`src/rtl/mem_arb_pkg.sv`:
```
// Shared types and default widths for the two-master Avalon-MM RAM arbiter.
package mem_arb_pkg;

  localparam int unsigned ADDR_W_DEF  = 32;
  localparam int unsigned DATA_W_DEF  = 32;
  localparam int unsigned TIMEOUT_DEF = 64;

  typedef enum logic [1:0] {
    IDLE    = 2'd0,
    GRANT_I = 2'd1,
    GRANT_D = 2'd2
  } state_e;

  typedef enum logic {
    INST = 1'b0,
    DATA = 1'b1
  } owner_e;

endpackage

```
`src/rtl/arb_watchdog.sv`:
```
// Counts consecutive stalled grant cycles; expired flags that the limit was reached.
module arb_watchdog #(
  parameter int unsigned TIMEOUT = 64
) (
  input  logic clk,
  input  logic reset,
  input  logic count_en,
  input  logic clear,
  output logic expired
);

  localparam int unsigned CNT_W = $clog2(TIMEOUT + 1);

  logic [CNT_W-1:0] cnt_q, cnt_d;

  assign expired = (cnt_q == CNT_W'(TIMEOUT));

  // Saturates at TIMEOUT so the abort cycle sees a stable expired.
  always_comb begin
    cnt_d = cnt_q;
    if (clear) begin
      cnt_d = '0;
    end else if (count_en && !expired) begin
      cnt_d = cnt_q + CNT_W'(1);
    end
  end

  always_ff @(posedge clk or posedge reset) begin
    if (reset) begin
      cnt_q <= '0;
    end else begin
      cnt_q <= cnt_d;
    end
  end

endmodule

```
`src/rtl/avalon_mem_arbiter.sv`:
```
// Round-robin arbiter sharing one Avalon-MM RAM slave between the instruction
// and data masters, with a stall watchdog and sticky error flags.
module avalon_mem_arbiter
  import mem_arb_pkg::*;
#(
  parameter int unsigned ADDR_W  = ADDR_W_DEF,
  parameter int unsigned DATA_W  = DATA_W_DEF,
  parameter int unsigned TIMEOUT = TIMEOUT_DEF
) (
  input  logic                  clk,
  input  logic                  reset,
  input  logic [ADDR_W-1:0]     i_address,
  input  logic                  i_read,
  output logic                  i_waitrequest,
  output logic [DATA_W-1:0]     i_readdata,
  input  logic [ADDR_W-1:0]     d_address,
  input  logic                  d_read,
  input  logic                  d_write,
  input  logic [DATA_W-1:0]     d_writedata,
  input  logic [DATA_W/8-1:0]   d_byteenable,
  output logic                  d_waitrequest,
  output logic [DATA_W-1:0]     d_readdata,
  output logic [ADDR_W-1:0]     address,
  output logic                  read,
  output logic                  write,
  output logic [DATA_W-1:0]     writedata,
  output logic [DATA_W/8-1:0]   byteenable,
  input  logic                  waitrequest,
  input  logic [DATA_W-1:0]     readdata,
  output logic                  timeout_err,
  output logic                  protocol_err
);

  state_e            state_q, state_d;
  owner_e            last_q, last_d;
  logic [DATA_W-1:0] i_rdata_q, i_rdata_d;
  logic [DATA_W-1:0] d_rdata_q, d_rdata_d;
  logic              timeout_err_q, timeout_err_d;
  logic              protocol_err_q, protocol_err_d;

  logic i_req_c, d_req_c, granted_c, req_x_c;
  logic expired, wd_fire_c, done_c, abort_c, leave_c;

  // Request qualification and transaction-end conditions for the current owner.
  always_comb begin
    i_req_c   = i_read;
    d_req_c   = d_read | d_write;
    granted_c = (state_q == GRANT_I) | (state_q == GRANT_D);
    req_x_c   = ((state_q == GRANT_I) & i_req_c) | ((state_q == GRANT_D) & d_req_c);
    wd_fire_c = expired & waitrequest;
    done_c    = granted_c & req_x_c & ~waitrequest;
    abort_c   = granted_c & req_x_c & wd_fire_c;
    leave_c   = granted_c & (~req_x_c | done_c | abort_c);
  end

  arb_watchdog #(.TIMEOUT(TIMEOUT)) u_watchdog (
    .clk      (clk),
    .reset    (reset),
    .count_en (granted_c & waitrequest),
    .clear    ((state_q == IDLE) | leave_c),
    .expired  (expired)
  );

  always_ff @(posedge clk or posedge reset) begin
    if (reset) begin
      state_q        <= IDLE;
      last_q         <= DATA;
      i_rdata_q      <= '0;
      d_rdata_q      <= '0;
      timeout_err_q  <= 1'b0;
      protocol_err_q <= 1'b0;
    end else begin
      state_q        <= state_d;
      last_q         <= last_d;
      i_rdata_q      <= i_rdata_d;
      d_rdata_q      <= d_rdata_d;
      timeout_err_q  <= timeout_err_d;
      protocol_err_q <= protocol_err_d;
    end
  end

  // Arbitration, completion bookkeeping and read-data capture.
  always_comb begin
    state_d        = state_q;
    last_d         = last_q;
    i_rdata_d      = i_rdata_q;
    d_rdata_d      = d_rdata_q;
    timeout_err_d  = timeout_err_q | abort_c;
    protocol_err_d = protocol_err_q | (d_read & d_write);
    case (state_q)
      IDLE: begin
        if (i_req_c && d_req_c) begin
          state_d = (last_q == DATA) ? GRANT_I : GRANT_D;
        end else if (i_req_c) begin
          state_d = GRANT_I;
        end else if (d_req_c) begin
          state_d = GRANT_D;
        end
      end
      GRANT_I: begin
        if (leave_c) begin
          state_d = IDLE;
        end
        if (abort_c) begin
          last_d    = INST;
          i_rdata_d = '0;
        end else if (done_c) begin
          last_d    = INST;
          i_rdata_d = readdata;
        end
      end
      GRANT_D: begin
        if (leave_c) begin
          state_d = IDLE;
        end
        if (abort_c) begin
          last_d    = DATA;
          d_rdata_d = '0;
        end else if (done_c) begin
          last_d = DATA;
          if (d_read && !d_write) begin
            d_rdata_d = readdata;
          end
        end
      end
      default: state_d = IDLE;
    endcase
  end

  // Slave and master-side muxing; a watchdog abort forces a zero-data completion.
  always_comb begin
    address       = '0;
    read          = 1'b0;
    write         = 1'b0;
    writedata     = '0;
    byteenable    = '0;
    i_waitrequest = 1'b1;
    d_waitrequest = 1'b1;
    i_readdata    = i_rdata_q;
    d_readdata    = d_rdata_q;
    case (state_q)
      GRANT_I: begin
        address       = i_address;
        read          = i_read;
        byteenable    = '1;
        i_waitrequest = waitrequest & ~expired;
        i_readdata    = wd_fire_c ? '0 : readdata;
      end
      GRANT_D: begin
        address       = d_address;
        read          = d_read & ~d_write;
        write         = d_write;
        writedata     = d_writedata;
        byteenable    = d_byteenable;
        d_waitrequest = waitrequest & ~expired;
        d_readdata    = wd_fire_c ? '0 : readdata;
      end
      default: ;
    endcase
  end

  assign timeout_err  = timeout_err_q;
  assign protocol_err = protocol_err_q;

endmodule
```
`config.mk`:
```
export PLATFORM = sky130hd
export DESIGN_NAME = avalon_mem_arbiter
export DESIGN_NICKNAME = d
export VERILOG_FILES = /design/src/rtl/mem_arb_pkg.sv /design/src/rtl/arb_watchdog.sv /design/src/rtl/avalon_mem_arbiter.sv
export SDC_FILE = /design/constraint.sdc
export NUM_CORES = 1
export LEC_CHECK = 0
export BUFFER_PORTS_ARGS = -buffer_cell sky130_fd_sc_hd__buf_4
export CORE_UTILIZATION = 46
export DETAILED_ROUTE_END_ITERATION = 6
export HOLD_SLACK_MARGIN = 0.05
export PLACE_DENSITY = 0.87
export SKIP_CTS_REPAIR_TIMING = 1
export SLEW_MARGIN = 30
export SYNTH_ARGS = -nofsm -noshare
export SYNTH_HDL_FRONTEND = slang
export SYNTH_SLANG_ARGS = --single-unit
```
`constraint.sdc`:
```
create_clock -name clk -period 3.1 [get_ports clk]
set_clock_uncertainty 0.15 [all_clocks]
set_input_delay 0.465 -clock clk [delete_from_list [all_inputs] [get_ports clk]]
set_output_delay 0.465 -clock clk [all_outputs]
set_load 0.05 [all_outputs]
```
==> key figures, run 1 <==
Timing
  • Rel. slew slack: 51.5%
  • Worst-Margin Slew: 726 ps
  • Final setup viols: 0
  • TNS Setup: 0 ps
  • Hold Fails Final Rpt: 0
  • Crit path time final: 2950 ps
  • Max Slew Vio Count: 0
  • Final period util: 95.3%
  • Unrepaired setup endpoints after global routing: no
  • Max Fclk: 338 MHz
  • Hold slack: 64.9 ps

Place
  • # port buffers: 275
  • GPL Wtd Cong: 0.828
  • Post-Place Cells: 944
  • Hpwl dp: 12100 um

GRT
  • Vias in the first global route: 4957
  • First-pass GRT wire length: 24500 um
  • Total global-route track usage: 27.1%
  • Initial antenna violation count: 0
  • GRT overflow: 0
  • Largest net degree at the start of global routing: 58

Yosys
  • Syn Std Cell Area: 0.00514 mm^2
  • Mapped Cells: 561
  • Top_reg_cell synth: dfrtp_1
  • Cell taking the most area after synthesis: dfrtp_1
  • Netlist cell types: 41
  • Synth Area in Compound Gates: 15.8%
  • Largest family of logic cells by synthesized area: multiplexers
  • Simple-Gate Fraction of Synth Area: 17.9%
  • Seq/Total Area, Yosys: 37.0%
  • Post-synthesis async set-or-reset flop share: 100%
  • Synth Register Bits: 76
  • EDFF count, synth: 0
  • Most area-consuming cells after synthesis: dfrtp_1 37%, mux2_2 13%, and2_1 6.8%
  • YS warnings: 0
  • Avg Inst Size Synth: 9.16 um^2
  • Post-synth top area share: 36.5%
  • Syn nets: 706
  • Xor and xnor fraction of the mapped netlist area: 0.681%
  • Post-Synth Adder-Cell Area: 1.70%
  • Mux share of post-synthesis cell area: 19.1%

Floorplanning
  • Core footprint: 0.0109 mm^2
  • IO Count: 276
  • Die W: 108 um
  • Die Ht: 108 um
  • Initial cell density of the core: 47.2%
  • DIE AREA: 0.0116 mm^2
  • Rows: 38

Status
  • Status: finished clean

Worst setup path
  • Critical path buffer and inverter count: 4
  • Top delay family on crit path: buffers and inverters
  • Largest stage delay on the critical path: 410 ps
  • Critical Path Most Common Cell: buf_4
  • Max FO, Critical Path: 36
  • CP endpoint kind: primary output
  • CP cell instances: inv_1 -> ha_1 -> and4bb_1 -> nand3_4 -> buf_12 -> buf_4 -> nand3_1 -> o21ai_0 -> buf_4
  • Critical Path AT: 2340 ps
  • CP startpoint kind: flip-flop
  • Critical Path RT: 2480 ps
  • Critical setup path kind: flip-flop to primary output
  • Slowest library cell on the worst path: dfrtp_1

Power
  • Power Density: 1090 mW/mm^2
  • Leakage: 3.68 nW
  • VDD IR-drop max: 0.000772 V

Flow run
  • Max cap viols: 0

Drt
  • Drt wl/cell: 16.8 um
  • Final antenna-violating net count: 0
  • DR pass1 iterations: 5
  • Drt initial violations: 338
  • Vias per cell: 5.38
  • DRC: 0
  • Vias: 5164
  • Drt total wl: 16100 um

Clock tree
  • H-tree levels: 3
  • CTS max path bufs: 2
  • CTS clk-pin slew, worst paths: 80 ps
  • Clock sink total: 76
  • Root Buffer: clkbuf_8
  • Worst skew pair latency: 350 ps
  • CTS tree: done
  • CTS Buf Count: 9

Finish
  • Final #Nets: 960
  • Most frequent cells in the layout: 288 x buf_4, 74 x dfrtp_1, 65 x o21ai_0
  • Area Growth Syn to Fin: 46.1%
  • FILL cells: 890
  • Share of cells above drive strength 1: 45.8%
  • Final cell count without fillers: 959
  • Most common cell after layout, fill and taps aside: buf_4
  • Ant. Diodes: 0

Worst hold path
  • Hold Crit Class: input port to async pin
[sequential cells by signal, indices dropped and copies added (netlist names)]
| signal | cells |
|---|---|
| i_rdata_q | 32 |
| last_q | 1 |
| timeout_err | 1 |
| protocol_err | 1 |
| d_rdata_q | 32 |
| u_watchdog.cnt_q | 7 |
| state_q | 2 |
[cell families after synthesis]
family,count (synthesis)
mux,90
compound gates,128
fa+ha+maj,7
simple gates,159
flops,76
xor+xnor,4
buf+inv,97
[metal layers]
metal | up-vias | part of all wire, % | global-route usage, %
li1 | 2423 | - | -
met1 | 2525 | 41 | 33.9
met2 | 200 | 50 | 45.9
met3 | 16 | 7.7 | 7.14
met4 | 0 | 1.1 | 7.44
met5 | - | 0 | 0
[path summary, 6_finish.rpt]
check                      cells after the start                   endpoint  slack [ps]                       startpoint
max in group asynchronous                      3  d_rdata_q[14]$_DFFE_PP0P_        2100                            reset
min in group clk                               2     protocol_err$_DFF_PP0_         210                           d_read
min reg2reg                                    1     protocol_err$_DFF_PP0_         320           protocol_err$_DFF_PP0_
max reg2reg                                    7  i_rdata_q[15]$_DFFE_PP0P_         480           state_q[1]$_DFFE_PP0P_
max                                            9              d_readdata[8]         150  u_watchdog.cnt_q[1]$_DFFE_PP0P_
min                                            2  i_rdata_q[29]$_DFFE_PP0P_          60                            reset
[report_power, final]
part	internal [mW]	switching, mW	total [mW]
Combinational	1.89	4.19	6.08
Clock	0.289	0.385	0.674
Sequential	1.29	0.145	1.44
Total	3.47	4.72	8.19
[cell type report]
class / count / area [um^2] / area share, %
Clock buffer: 10 / 128 / 1.70
Clock inverter: 5 / 38.8 / 0.516
Inverter: 49 / 185 / 2.47
Multi-Input combinational cell: 388 / 2860 / 38.0
Sequential cell: 76 / 1900 / 25.4
Tap cell: 140 / 175 / 2.33
Timing Repair Buffer: 291 / 2220 / 29.6
[cell usage after synthesis (3+ instances only)]
| master | n |
|---|---|
| a21oi_1 | 4 |
| a22oi_1 | 32 |
| and2_1 | 56 |
| buf_1 | 4 |
| buf_2 | 4 |
| buf_6 | 3 |
| clkbuf_1 | 35 |
| dfrtp_1 | 75 |
| ha_1 | 7 |
| inv_1 | 49 |
| mux2_1 | 8 |
| mux2_2 | 58 |
| mux2i_1 | 24 |
| nand2_1 | 5 |
| nand3_1 | 45 |
| nor2_1 | 9 |
| nor2b_1 | 37 |
| o21a_1 | 11 |
| o21ai_0 | 65 |
| xor2_1 | 3 |
[stage by stage]
step / power (mW) / setup slack (ps) / util (%) / cell area, um^2
floorplan: 5.79 / 182 / - / 5140
global placement: 7.39 / 536 / 67.4 / 7330
detailed placement: 7.53 / 462 / 67.4 / 7330
CTS: 8.21 / 60.2 / 68.9 / 7500
global route: 8.58 / 9.18 / 69.0 / 7510
finish: 8.19 / 145 / 69.0 / 7510
(Power assumes the default switching activity.)
==> run 2: changes to the inputs <==
--- a/config.mk
+++ b/config.mk
@@ -9,7 +9,7 @@
 export CORE_UTILIZATION = 46
 export DETAILED_ROUTE_END_ITERATION = 6
 export HOLD_SLACK_MARGIN = 0.05
-export PLACE_DENSITY = 0.87
+export PLACE_DENSITY = 0.82
 export SKIP_CTS_REPAIR_TIMING = 1
 export SLEW_MARGIN = 30
 export SYNTH_ARGS = -nofsm -noshare
==> key figures, run 2 (synthesis gave the netlist of run 1 again) <==
Clock tree
  • H-tree levels: 3
  • Worst skew pair latency: 350 ps
  • CTS clk-pin slew, worst paths: 90 ps
  • CTS tree: done
  • CTS max path bufs: 2
  • Root Buffer: clkbuf_8
  • CTS Buf Count: 9
  • Clock sink total: 76

Drt
  • Final antenna-violating net count: 0
  • Drt wl/cell: 16.6 um
  • Vias per cell: 5.35
  • Vias: 5128
  • DRC: 0
  • Drt initial violations: 316
  • DR pass1 iterations: 5
  • Drt total wl: 15900 um

Timing
  • Crit path time final: 2950 ps
  • Unrepaired setup endpoints after global routing: no
  • Worst-Margin Slew: 646 ps
  • Final period util: 95.0%
  • TNS Setup: 0 ps
  • Max Slew Vio Count: 0
  • Rel. slew slack: 56.9%
  • Hold Fails Final Rpt: 0
  • Max Fclk: 340 MHz
  • Final setup viols: 0

GRT
  • First-pass GRT wire length: 24400 um
  • Initial antenna violation count: 0
  • Vias in the first global route: 4900
  • Total global-route track usage: 26.8%
  • Largest net degree at the start of global routing: 82
  • GRT overflow: 0

Worst hold path
  • Hold Crit Class: input port to async pin

Worst setup path
  • Critical Path RT: 2480 ps
  • Setup slack, reg-to-reg: 610 ps
  • Worst R2R Start: u_watchdog.cnt_q[0]$_DFFE_PP0P_
  • CP Launch Point: u_watchdog.cnt_q[0]$_DFFE_PP0P_
  • Critical path buffer and inverter count: 3
  • Critical setup path kind: flip-flop to primary output
  • CP startpoint kind: flip-flop
  • Critical Path AT: 2330 ps
  • Top delay family on crit path: simple AND/OR/NAND/NOR gates
  • Critical Path Most Common Cell: buf_4
  • CP cell instances: inv_1 -> ha_1 -> and4bb_1 -> nand3_2 -> buf_4 -> and2_1 -> mux2_2 -> buf_4
  • Levels on crit path: 8
  • CP endpoint kind: primary output
  • Crit path to: i_readdata[25]
  • Max FO, Critical Path: 45
  • Worst R2R Path Depth: 8
  • Worst r2r dst: d_rdata_q[14]$_DFFE_PP0P_
  • Largest stage delay on the critical path: 440 ps
  • Slowest library cell on the worst path: dfrtp_1

Finish
  • Area Growth Syn to Fin: 46.6%
  • Most frequent cells in the layout: 286 x buf_4, 75 x dfrtp_1, 65 x o21ai_0
  • Share of cells above drive strength 1: 45.6%
  • Largest registers: d_rdata_q (32), i_rdata_q (32), u_watchdog.cnt_q (7)
  • FILL cells: 846
  • Cell area after layout: 0.00754 mm^2
  • Final #Nets: 958
  • Ant. Diodes: 0
  • Most common cell after layout, fill and taps aside: buf_4

Floorplanning
  • DIE AREA: 0.0116 mm^2
  • Core footprint: 0.0109 mm^2
  • IO Count: 276
  • Initial cell density of the core: 47.2%
  • Die W: 108 um
  • Die Ht: 108 um
  • Rows: 38

Power
  • VDD IR-drop max: 0.000824 V
  • Power Density: 1110 mW/mm^2
  • Leakage: 3.70 nW

Place
  • # port buffers: 275
  • GPL Wtd Cong: 0.824
  • Placed instance area: 0.00732 mm^2
  • Hpwl dp: 11600 um

Flow run
  • Max cap viols: 0

Status
  • Status: finished clean
[run 2: report_power, final]
group	switching [mW]	internal [mW]
Combinational	4.19	1.93
Clock	0.388	0.454
Sequential	0.142	1.29
[run 2: how the worst min path moves through the flow]
stage,startpoint,to,slack (ps)
2_1_floorplan,d_rdata_q[10]$_DFFE_PP0P_,d_rdata_q[10]$_DFFE_PP0P_,310
3_3_place_gp,protocol_err$_DFF_PP0_,protocol_err$_DFF_PP0_,300
3_5_place_dp,protocol_err$_DFF_PP0_,protocol_err$_DFF_PP0_,300
4_1_cts,reset,i_rdata_q[24]$_DFFE_PP0P_,40
5_1_grt,reset,i_rdata_q[24]$_DFFE_PP0P_,60
6_report,reset,i_rdata_q[24]$_DFFE_PP0P_,20
[run 2: routing by layer]
| metal | up-vias | GRT usage (%) | wire (um) |
|---|---|---|---|
| met3 | 32 | 5.02 | 1050 |
| li1 | 2423 | - | - |
| met2 | 205 | 45.1 | 8020 |
| met1 | 2468 | 34.3 | 6500 |
| met5 | - | 0 | 0 |
| met4 | 0 | 9.39 | 331 |
[run 2: cell type report]
class                      count  area [um^2]  share of cell area, %
clock inverter                 6         88.8                   1.18
sequential                    76         1900                   25.3
clock buffer                  10          128                   1.69
tap                          140          175                   2.32
inverter                      49          185                   2.46
timing repair buffer         289         2210                   29.3
multi-input combinational    388         2850                   37.8
[run 2: worst reg2reg max path: stages, from the launching register on]
cell      delay, ps
dfrtp_1         440
inv_1            80
ha_1            130
and4bb_1        240
nand3_2         120
buf_12          190
a211oi_4        300
buf_4           340
mux2_1          370
[run 2: through the flow]
step                      power [mW]  worst slack (ps)  util [%]  hold WS [ps]  instances
after floorplan                 5.79               182         -           308        561
after global placement          7.44               605      67.2           298        942
after detailed placement        7.56               551      67.2           299        942
after CTS                       8.41               160      69.2          35.4        958
after global routing            8.78              41.4      69.2          58.2        958
final                           8.39               155      69.2          21.5        958
==> run 3: changes to the inputs <==
--- a/config.mk
+++ b/config.mk
@@ -6,10 +6,12 @@
 export NUM_CORES = 1
 export LEC_CHECK = 0
 export BUFFER_PORTS_ARGS = -buffer_cell sky130_fd_sc_hd__buf_4
-export CORE_UTILIZATION = 46
+export CELL_PAD_IN_SITES_DETAIL_PLACEMENT = 1
+export CELL_PAD_IN_SITES_GLOBAL_PLACEMENT = 1
+export CORE_UTILIZATION = 32
 export DETAILED_ROUTE_END_ITERATION = 6
 export HOLD_SLACK_MARGIN = 0.05
-export PLACE_DENSITY = 0.82
+export PLACE_DENSITY_LB_ADDON = 0.1
 export SKIP_CTS_REPAIR_TIMING = 1
 export SLEW_MARGIN = 30
 export SYNTH_ARGS = -nofsm -noshare
==> key figures, run 3 (synthesis gave the netlist of run 1 again) <==
Worst hold path
  • Hold Crit Class: input port to async pin

Drt
  • Drt total wl: 18200 um
  • DRC: 0
  • Drt initial violations: 147
  • Drt wl/cell: 17.6 um
  • Final antenna-violating net count: 0
  • DR pass1 iterations: 4
  • Vias: 5091
  • Vias per cell: 4.93

Clock tree
  • CTS Buf Count: 9
  • H-tree levels: 3
  • CTS max path bufs: 2
  • Root Buffer: clkbuf_16
  • CTS clk-pin slew, worst paths: 60 ps
  • CTS tree: done
  • Worst skew pair latency: 340 ps
  • Clock sink total: 76

Power
  • Power Density: 1110 mW/mm^2
  • Flop pwr share: 16.6%
  • Leakage: 3.77 nW
  • Sw frac: 55.4%
  • Psw: 4.79 mW
  • Int Power: 3.85 mW
  • Combinational share of power: 71.8%
  • VDD IR-drop max: 0.000511 V
  • Clock Power Share: 11.6%

Timing
  • Rel. slew slack: 44.4%
  • Max Slew Vio Count: 0
  • Crit path time final: 2930 ps
  • Final period util: 94.5%
  • Unrepaired setup endpoints after global routing: no
  • Worst-Margin Slew: 834 ps
  • Hold Fails Final Rpt: 0
  • Max Fclk: 341 MHz
  • TNS Setup: 0 ps
  • Final setup margin: 171 ps
  • Final setup viols: 0
  • Hold slack: 112 ps

GRT
  • First-pass GRT wire length: 27900 um
  • Total global-route track usage: 21.7%
  • Initial antenna violation count: 0
  • Largest net degree at the start of global routing: 67
  • GRT overflow: 0
  • Vias in the first global route: 5246

Worst setup path
  • CP startpoint kind: flip-flop
  • Critical setup path kind: flip-flop to primary output
  • Critical Path RT: 2480 ps
  • Critical Path AT: 2310 ps
  • Max FO, Critical Path: 38
  • CP endpoint kind: primary output

Status
  • Status: finished clean

Place
  • # port buffers: 275
  • Pre-CTS setup slack: 446 ps
  • GPL Wtd Cong: 0.747
  • Hpwl dp: 13500 um

Finish
  • Final core area utilization: 50.4%
  • Ant. Diodes: 0
  • Share of cells above drive strength 1: 45.8%
  • FILL cells: 1823
  • Final #Nets: 961
  • Largest registers: d_rdata_q (32), i_rdata_q (32), u_watchdog.cnt_q (7)
  • Most common cell after layout, fill and taps aside: buf_4
  • Most frequent cells in the layout: 285 x buf_4, 75 x dfrtp_1, 65 x o21ai_0
  • Area Growth Syn to Fin: 51.3%

Floorplanning
  • Die W: 129 um
  • DIE AREA: 0.0166 mm^2
  • Die Ht: 129 um
  • Core footprint: 0.0154 mm^2
  • Initial cell density of the core: 33.3%
  • IO Count: 276
  • Rows: 45

Flow run
  • Max cap viols: 0
[run 3: metrics by stage]
step,std cells,total power [mW],cell area [um^2]
5_1_grt,1032,9.08,7780
3_3_place_gp,1014,7.59,7480
4_1_cts,1030,8.73,7760
3_5_place_dp,1014,7.70,7480
6_report,1032,8.63,7780
2_1_floorplan,561,5.79,5140
[run 3: per-layer routing]
metal	vias up	global-route usage, %	part of all wire, %	wire length, um
li1	2432	-	-	-
met1	2487	25.2	41	7390
met2	150	39.7	52	9470
met3	22	3.78	5.1	932
met5	-	0	0	0
met4	0	8.37	2.0	364
[run 3: path summary, 6_finish.rpt]
| kind | from | to | slack (ps) | cells past startpoint |
|---|---|---|---|---|
| min reg2reg | protocol_err$_DFF_PP0_ | protocol_err$_DFF_PP0_ | 320 | 1 |
| min in group clk | d_write | protocol_err$_DFF_PP0_ | 220 | 2 |
| max in group asynchronous | reset | u_watchdog.cnt_q[2]$_DFFE_PP0P_ | 2010 | 3 |
| max reg2reg | state_q[0]$_DFFE_PP0P_ | i_rdata_q[14]$_DFFE_PP0P_ | 610 | 7 |
| max | u_watchdog.cnt_q[0]$_DFFE_PP0P_ | i_readdata[29] | 170 | 8 |
| min | reset | d_rdata_q[28]$_DFFE_PP0P_ | 110 | 2 |
[run 3: cell type report]
| class | count | area, um^2 | share of cell area (%) |
|---|---|---|---|
| Clock buffer | 12 | 256 | 3.30 |
| Multi-Input combinational cell | 388 | 2870 | 36.9 |
| Inverter | 49 | 185 | 2.38 |
| Tap cell | 211 | 264 | 3.39 |
| Sequential cell | 76 | 1900 | 24.5 |
| Clock inverter | 4 | 23.8 | 0.306 |
| Timing Repair Buffer | 292 | 2280 | 29.3 |
[run 3: worst max-delay path: stages, from the launching register on]
cell and delay (ps):
dfrtp_1 430, inv_1 80, ha_1 140, and4bb_1 270, nand3_4 180, buf_12 230, and2_1 180, mux2_2 270
buf_4 190
[run 3: power groups by stage]
stage | registers [mW] | logic (mW) | clock network, mW
floorplan | 1.40 | 4.39 | 0
global placement | 1.43 | 6.16 | 0
detailed placement | 1.45 | 6.25 | 0
CTS | 1.44 | 6.26 | 1.04
global route | 1.47 | 6.54 | 1.07
finish | 1.43 | 6.19 | 1.00
